## src/rtl/latch_chain_config_loader.sv

```systemverilog
// Writer side of the two-phase latch configuration chain: serialises words MSB-first with non-overlapping PHI_A/PHI_B.
// Define LATCH_LOADER_READBACK_EN to compute a CRC-16-CCITT of CONF_TAIL on RB_CRC; otherwise RB_CRC is 0.
module latch_chain_config_loader #(
   parameter int WORD_W  = 32,
   parameter int PULSE_W = 2,
   parameter int GAP_W   = 1
) (
   input  logic              CLK,
   input  logic              RESET,
   input  logic [WORD_W-1:0] WORD_DATA,
   input  logic              WORD_VALID,
   input  logic              WORD_LAST,
   output logic              WORD_READY,
   input  logic              ABORT,
   output logic              CONF_DATA,
   output logic              PHI_A,
   output logic              PHI_B,
   output logic              MODE,
   output logic              BUSY,
   output logic              DONE,
   input  logic              CONF_TAIL,
   output logic [15:0]       RB_CRC
);
   localparam int MAX_LEN = (PULSE_W > GAP_W) ? PULSE_W : GAP_W;
   localparam int CNT_W   = $clog2(MAX_LEN + 1);
   localparam int BIT_W   = $clog2(WORD_W);

   typedef enum logic [2:0] {IDLE, SETUP, PHA, MID, PHB, TAIL, WAIT, FINISH} state_t;

   state_t            state, state_nxt;
   logic [CNT_W-1:0]  ph_cnt;
   logic [BIT_W-1:0]  bit_cnt;
   logic [WORD_W-1:0] shift_reg;
   logic              last_word;
   logic              abort_flag;
   logic              rst_hold;
   logic              abort_now;
   logic              gap_end;
   logic              pulse_end;
   logic              load;
   logic              shift;

   assign abort_now = abort_flag | ABORT;
   assign gap_end   = (ph_cnt == CNT_W'(GAP_W - 1));
   assign pulse_end = (ph_cnt == CNT_W'(PULSE_W - 1));

   always_comb begin
      state_nxt  = state;
      WORD_READY = 1'b0;
      load       = 1'b0;
      shift      = 1'b0;
      case (state)
         IDLE: begin
            // rst_hold keeps READY low on the first cycle after reset
            WORD_READY = ~rst_hold;
            if (WORD_VALID && !rst_hold) begin
               load      = 1'b1;
               state_nxt = SETUP;
            end
         end
         SETUP:  if (gap_end)   state_nxt = PHA;
         PHA:    if (pulse_end) state_nxt = MID;
         MID:    if (gap_end)   state_nxt = PHB;
         PHB: begin
            if (pulse_end) begin
               if (abort_now)
                  state_nxt = IDLE;
               else if (bit_cnt == '0)
                  state_nxt = TAIL;
               else begin
                  shift     = 1'b1;
                  state_nxt = SETUP;
               end
            end
         end
         TAIL:   if (gap_end) state_nxt = last_word ? FINISH : WAIT;
         WAIT: begin
            // a pending abort blocks the handshake in the same cycle
            WORD_READY = ~abort_now;
            if (abort_now)
               state_nxt = IDLE;
            else if (WORD_VALID) begin
               load      = 1'b1;
               state_nxt = SETUP;
            end
         end
         FINISH:  state_nxt = IDLE;
         default: state_nxt = IDLE;
      endcase
   end

   always_ff @(posedge CLK) begin
      if (RESET) begin
         state      <= IDLE;
         ph_cnt     <= '0;
         bit_cnt    <= '0;
         abort_flag <= 1'b0;
         rst_hold   <= 1'b1;
      end else begin
         state    <= state_nxt;
         rst_hold <= 1'b0;
         if (state_nxt != state)
            ph_cnt <= '0;
         else
            ph_cnt <= ph_cnt + CNT_W'(1);
         if (load)
            bit_cnt <= BIT_W'(WORD_W - 1);
         else if (shift)
            bit_cnt <= bit_cnt - BIT_W'(1);
         if (state == IDLE || state_nxt == IDLE)
            abort_flag <= 1'b0;
         else
            abort_flag <= abort_now;
      end
   end

   // word datapath: loaded on handshake, shifted at each bit boundary
   always_ff @(posedge CLK) begin
      if (load) begin
         shift_reg <= WORD_DATA;
         last_word <= WORD_LAST;
      end else if (shift) begin
         shift_reg <= {shift_reg[WORD_W-2:0], 1'b0};
      end
   end

   assign MODE      = (state != IDLE) && (state != FINISH);
   assign BUSY      = (state != IDLE);
   assign PHI_A     = (state == PHA);
   assign PHI_B     = (state == PHB);
   assign DONE      = (state == FINISH);
   assign CONF_DATA = MODE & shift_reg[WORD_W-1];

`ifdef LATCH_LOADER_READBACK_EN
   function automatic logic [15:0] crc16_step(input logic [15:0] crc, input logic bit_in);
      crc16_step = {crc[14:0], 1'b0} ^ ((crc[15] ^ bit_in) ? 16'h1021 : 16'h0000);
   endfunction

   logic [15:0] crc;

   always_ff @(posedge CLK) begin
      if (RESET)
         crc <= '0;
      else if (state == IDLE && load)
         crc <= 16'hFFFF;
      else if (state == PHB && pulse_end)
         crc <= crc16_step(crc, CONF_TAIL);
   end

   assign RB_CRC = crc;
`else
   logic unused_tail;
   assign unused_tail = CONF_TAIL;
   assign RB_CRC      = 16'h0000;
`endif

endmodule

```

## config.mk

```make
export PLATFORM = sky130hd
export DESIGN_NAME = latch_chain_config_loader
export DESIGN_NICKNAME = d
export VERILOG_FILES = /design/src/rtl/latch_chain_config_loader.sv
export SDC_FILE = /design/constraint.sdc
export NUM_CORES = 1
export LEC_CHECK = 0
export ABC_AREA = 1
export BUFFER_PORTS_ARGS = -buffer_cell sky130_fd_sc_hd__buf_2
export CAP_MARGIN = 25
export CORE_UTILIZATION = 25
export DETAILED_ROUTE_END_ITERATION = 6
export SKIP_CTS_REPAIR_TIMING = 1
export SYNTH_ARGS = -nofsm -noshare
export SYNTH_HDL_FRONTEND = slang
export SYNTH_SLANG_ARGS = --single-unit
```

## constraint.sdc

```tcl
create_clock -name CLK -period 2.2 [get_ports CLK]
set_input_delay 0.11 -clock CLK [delete_from_list [all_inputs] [get_ports CLK]]
set_output_delay 0.11 -clock CLK [all_outputs]
set_load 0.05 [all_outputs]
```

=== After elaboration in Yosys (flattened, before gate mapping) ===
Cells that the tools add are included.

* Input port bits: 38
* Flip-flop bits (word level): 45

* Reduce and logical (&&, ||, !) cells: 12
* Bitwise gates (word level): 4
* Add/subtract/negate cells: 2
* Equal/unequal tests: 10
* Mux-type cells: 26

{| class="wikitable"
|+ Operator list
! kind !! number
|-
| $mux 32 || 2
|-
| $mux 3 || 10
|-
| $pmux 3 s8 || 1
|-
| $eq 3x3->1 const B || 4
|-
| $mux 5 || 2
|-
| $mux 1 || 9
|-
| $eq 3x2->1 const B || 2
|-
| $logic_not 3->1 || 2
|-
| $logic_not 5->1 || 1
|-
| $sub 5x1->5 const B || 1
|-
| $pmux 1 s2 || 2
|-
| $reduce_or 2->1 || 2
|-
| $eq 3x1->1 const B || 1
|-
| $ne 3x3->1 || 1
|-
| $ne 3x3->1 const B || 1
|-
| $reduce_bool 3->1 || 1
|-
| $add 2x1->2 const B || 1
|-
| $eq 2x1->1 const B || 1
|-
| $logic_and 1x1->1 || 2
|-
| $logic_not 2->1 || 1
|-
| $not 1->1 || 2
|-
| $reduce_bool 2->1 || 1
|-
| $and 1x1->1 || 1
|-
| $logic_not 1->1 || 1
|-
| 2 further kinds || 2
|}

=== Depth between registers and ports, before layout ===
* Depth after elaboration: 8
* Gate-level depth with buffers: 12

=== Worst setup path before layout ===
Ideal clock, no wire load.

* Path type: reg2reg
* Start: reg state[2]
* End: reg shift_reg[0] (enable)
* Required time: 1813 ps
* Stages on the path, launching flop included: 7
* Path slack: -200 ps
* Path buffers: 0
* Clock period less this slack: 2400 ps
* Setup time: 387 ps
* Arrival time: 2014 ps
* Cells stage by stage: dfxtp_1 > inv_1 > nor2_2 > nand2_2 > nor2_4 > nor2_2 > inv_1

* Word-level cells in the longest chain between the ends: 3
* Elaborated cells on any way between the ends: 6
* Those cells by class: eq/ne (2); mux (2); reduce/logical (2)

{| class="wikitable"
|+ RTL lines
! item !! line !! source
|-
| start, declared || 30 || <nowiki>state_t state, state_nxt;</nowiki>
|-
| start signal, assigned || 100 || <nowiki>state <= state_nxt;</nowiki>
|-
| $eq 3x3->1 || n/a ||
|-
| net PHI_B || 17 || <nowiki>output logic PHI_B,</nowiki>
|-
| $mux 1 || 52 || <nowiki>case (state)</nowiki>
|-
| $reduce_bool 2->1 (no source line) || n/a ||
|-
| end signal, assigned || 123 || <nowiki>shift_reg <= {shift_reg[WORD_W-2:0], 1'b0};</nowiki>
|-
| end, declared || 33 || <nowiki>logic [WORD_W-1:0] shift_reg;</nowiki>
|}

The timed path passes the listed nets, and every way through them passes these cells.
A chain may end at the register's enable or synchronous reset.

=== Worst setup path in the final report ===
* Start: reg state[2]
* End: reg shift_reg[7] (data pin)

* Word-level cells in the longest chain between the ends: 3
* Elaborated cells on any way between the ends: 4
* Those cells by class: eq/ne (1); mux (2); reduce/logical (1)

{| class="wikitable"
|+ RTL lines
! item !! line !! source
|-
| $eq 3x3->1 / $logic_not 3->1 (equally long branches) || 52 ||
|-
| $pmux 1 s2 (*) || 52 ||
|-
| $mux 32 (*) || 119 || <nowiki>if (load) begin</nowiki>
|}

Every way passes the cells marked *; elsewhere a longest branch is shown, timed or not.

==> flow_metrics.tcl <==
set metrics [dict create \
    layout.nets 368 \
    power_density_nw_per_um2 1082 \
    hold_path_class "input port to register" \
    setup.worst_path.start_class "register" \
    first_pass_iters 4 \
    vias 1797 \
    synth_top_cell_area_share 0.4247 \
    r2r_start "state[2]" \
    cp.arrival_ns 1.98 \
    critPathMaxFanout 33 \
    synth_edf_count 33 \
    port_buffers 43 \
    cp_common_cell "nand2_1" \
    path_class "register to register" \
    io_pins 61 \
    min-delay-start "RESET" \
    path_buf_inv 2 \
    final_cells 434 \
    clockBufferDepth 2 \
    status "complete, no violations" \
    largest_register_ffs 32 \
    dp_cells 426 \
    hpwl_um 3128 \
    num_antenna_cells 0 \
    design_area_um2 2705 \
    ys_seq_area_frac 0.5276 \
    dieArea_um2 9724 \
    drive_gt1_frac 0.1994 \
    ir_drop_v 0.0004324 \
    net-switching-power_w 0.001133 \
    synthSimpleGateAreaFrac 0.2981 \
    netlist_area_um2 2333 \
    synth_top_family_by_area "simple AND/OR/NAND/NOR gates" \
    die_h_um 98.61 \
    routedWlPerCell_um 10.05 \
    start_util 0.2625 \
    yosysUniqueCellTypes 26 \
    rsz0062_at_grt "false" \
    drv_slew 0 \
    min_period_over_period 0.8738 \
    clkLatencyLatePin_ns 0.30 \
    synthFlopType "edfxtp_1" \
    antenna_found_initial 0 \
    seqPwrFrac 0.423 \
    synth_compound_area_frac 0.02306 \
    synthTopCellsByCount "nand2_1, edfxtp_1, nor2_1, inv_1, buf_4" \
    clock-sinks 45 \
    max_freq_mhz 520.2 \
    gp_congestion 0.8743 \
    synthTopCellsByArea "edfxtp_1, nand2_1, dfxtp_1" \
    clock_skew_ns 0.01413 \
    relSlewSlack 0.6509 \
    p_int_w 0.001795 \
    grt_overflow 0 \
    critPathSlowestCell "dfxtp_1" \
    path_delay_family "simple AND/OR/NAND/NOR gates" \
    path_cells "nand3_1 > nor3_2 > inv_1 > nand2_2 > inv_2 > nand2_1 > nand2_1" \
    cp-startpoint "state[2]" \
    max_cap_viol_count 0 \
    synth.most_common_cell "nand2_1" \
    setup_viol 0 \
    place_ws_ns 0.2904 \
    yosys_register_bits 45 \
    syn_avg_cell_area_um2 8.275 \
    area_delta_synth_final_pct 15.92 \
    numCtsBuffers 5 \
    yosysWarningCount 0 \
    comb_power_share 0.363 \
    die_w_um 98.61 \
    synth_adder_area_share 0.02145 \
    rows 34 \
    finalCriticalPeriod_ns 1.922 \
    syn_inst 282 \
    vias_per_cell 4.141 \
    clk_pin_slew_worst_paths_ns 0.09 \
    synth-async-reset-ratio 0 \
    synth-xor-area-share 0.007507 \
    grt_pass1_wl_um 7445 \
    placedInstanceArea_um2 2587 \
    slowest_delay_ns 0.46 \
    grt_pass1_vias 1669 \
    tns_ns 0 \
    synth_top_cell_by_area "edfxtp_1" \
    grt_usage 0.09538 \
    endpoint_kind "register" \
    p_sw_frac 0.3870 \
    finalHoldViolCount 0 \
    cts_max_level 2 \
    fill_cells 937 \
    cts_tree "yes" \
    routed_wl_um 4362 \
    worst_slack_ns 0.2777 \
    core_area_um2 8891 \
    drcViolationCount 0 \
    synth_mux_area_frac 0 \
    drtIter0Drc 102 \
    tightestPinTransition_ns 0.5229 \
    crit_required_ns 2.26 \
    ctsRootBufferMaster "clkbuf_8" \
    grt_max_degree 34 \
    clkPwrFrac 0.214 \
    postRouteAntennaNets 0 \
    p_leak_nw 1.284 \
]
[per-stage QoR]
step                      hold WS, ns  utilization  power (W)
after global routing          0.04493       0.3043   0.003131
final                         0.05939       0.3043   0.002928
after floorplan                0.1377            -   0.002124
after global placement         0.2916       0.2910   0.002303
after CTS                    -0.01369       0.3031   0.002956
after detailed placement       0.2933       0.2910   0.002327
[cells in the final DEF (no fill, tap or decap)]
cell type / netlist / routed
a21oi_1: 7 / 7
a31oi_1: 2 / 2
buf_12: 0 / 1
buf_2: 3 / 43
buf_4: 16 / 1
bufinv_16: 0 / 1
clkbuf_8: 0 / 5
clkinvlp_4: 0 / 1
conb_1: 1 / 16
dfxtp_1: 12 / 12
dlygate4sd3_1: 0 / 1
edfxtp_1: 33 / 33
ha_1: 4 / 4
inv_1: 23 / 22
inv_2: 3 / 3
inv_6: 0 / 1
nand2_1: 121 / 121
nand2_2: 4 / 4
nand3_1: 8 / 8
nand3b_1: 1 / 1
nand4_1: 2 / 2
nor2_1: 25 / 25
nor2_2: 3 / 3
nor2_4: 1 / 1
nor3_1: 3 / 3
nor3_2: 1 / 1
nor3b_1: 1 / 1
o22ai_1: 1 / 1
xnor2_1: 1 / 1
xor2_1: 1 / 1
[kinds of logic after synthesis]
kind of cell	Yosys count
adder cells (fa/ha/maj)	4
XOR/XNOR	2
AO/OA/AOI/OAI	10
flip-flops	45
other	1
buffers and inverters	50
AND/OR/NAND/NOR	170
[routing by layer]
metal,vias to the layer above,GRT usage,wire (µm)
met1,790,0.1348,2317
met3,4,0.02340,198
li1,933,-,-
met2,70,0.1495,1830
met5,-,0,0
met4,0,0.01722,16
[power groups by stage]
stage / registers (W) / logic [W] / clock network [W]
floorplan: 0.00123 / 0.000891 / 0
global placement: 0.00125 / 0.00105 / 0
detailed placement: 0.00126 / 0.00107 / 0
CTS: 0.00124 / 0.00107 / 0.000644
global route: 0.00126 / 0.00120 / 0.000672
finish: 0.00124 / 0.00106 / 0.000626
[worst paths after layout]
path | end | cells past startpoint | slack [ns]
min | rst_hold | 1 | 0.06
max | shift_reg[7] | 7 | 0.28
max reg2reg | shift_reg[7] | 7 | 0.28
min reg2reg | ph_cnt[0] | 1 | 0.45
[area by class of cell]
| type | count | area, µm² | area share |
|---|---|---|---|
| flip-flops and latches | 45 | 1231 | 0.4551 |
| repair buffers | 46 | 252.7 | 0.09343 |
| multi-input cells | 202 | 877.1 | 0.3242 |
| clock inverters | 2 | 38.79 | 0.01434 |
| clock buffers | 5 | 68.82 | 0.02544 |
| well taps | 108 | 135.1 | 0.04995 |
| inverters | 26 | 101.3 | 0.03747 |
[worst register-to-register path, delay by kind of cell, from the launching register on]
kind | cells | cell delay (ns)
buffers and inverters | 2 | 0.37
DFF | 1 | 0.46
and+or+nand+nor | 5 | 0.87
(Power assumes the default switching activity.)
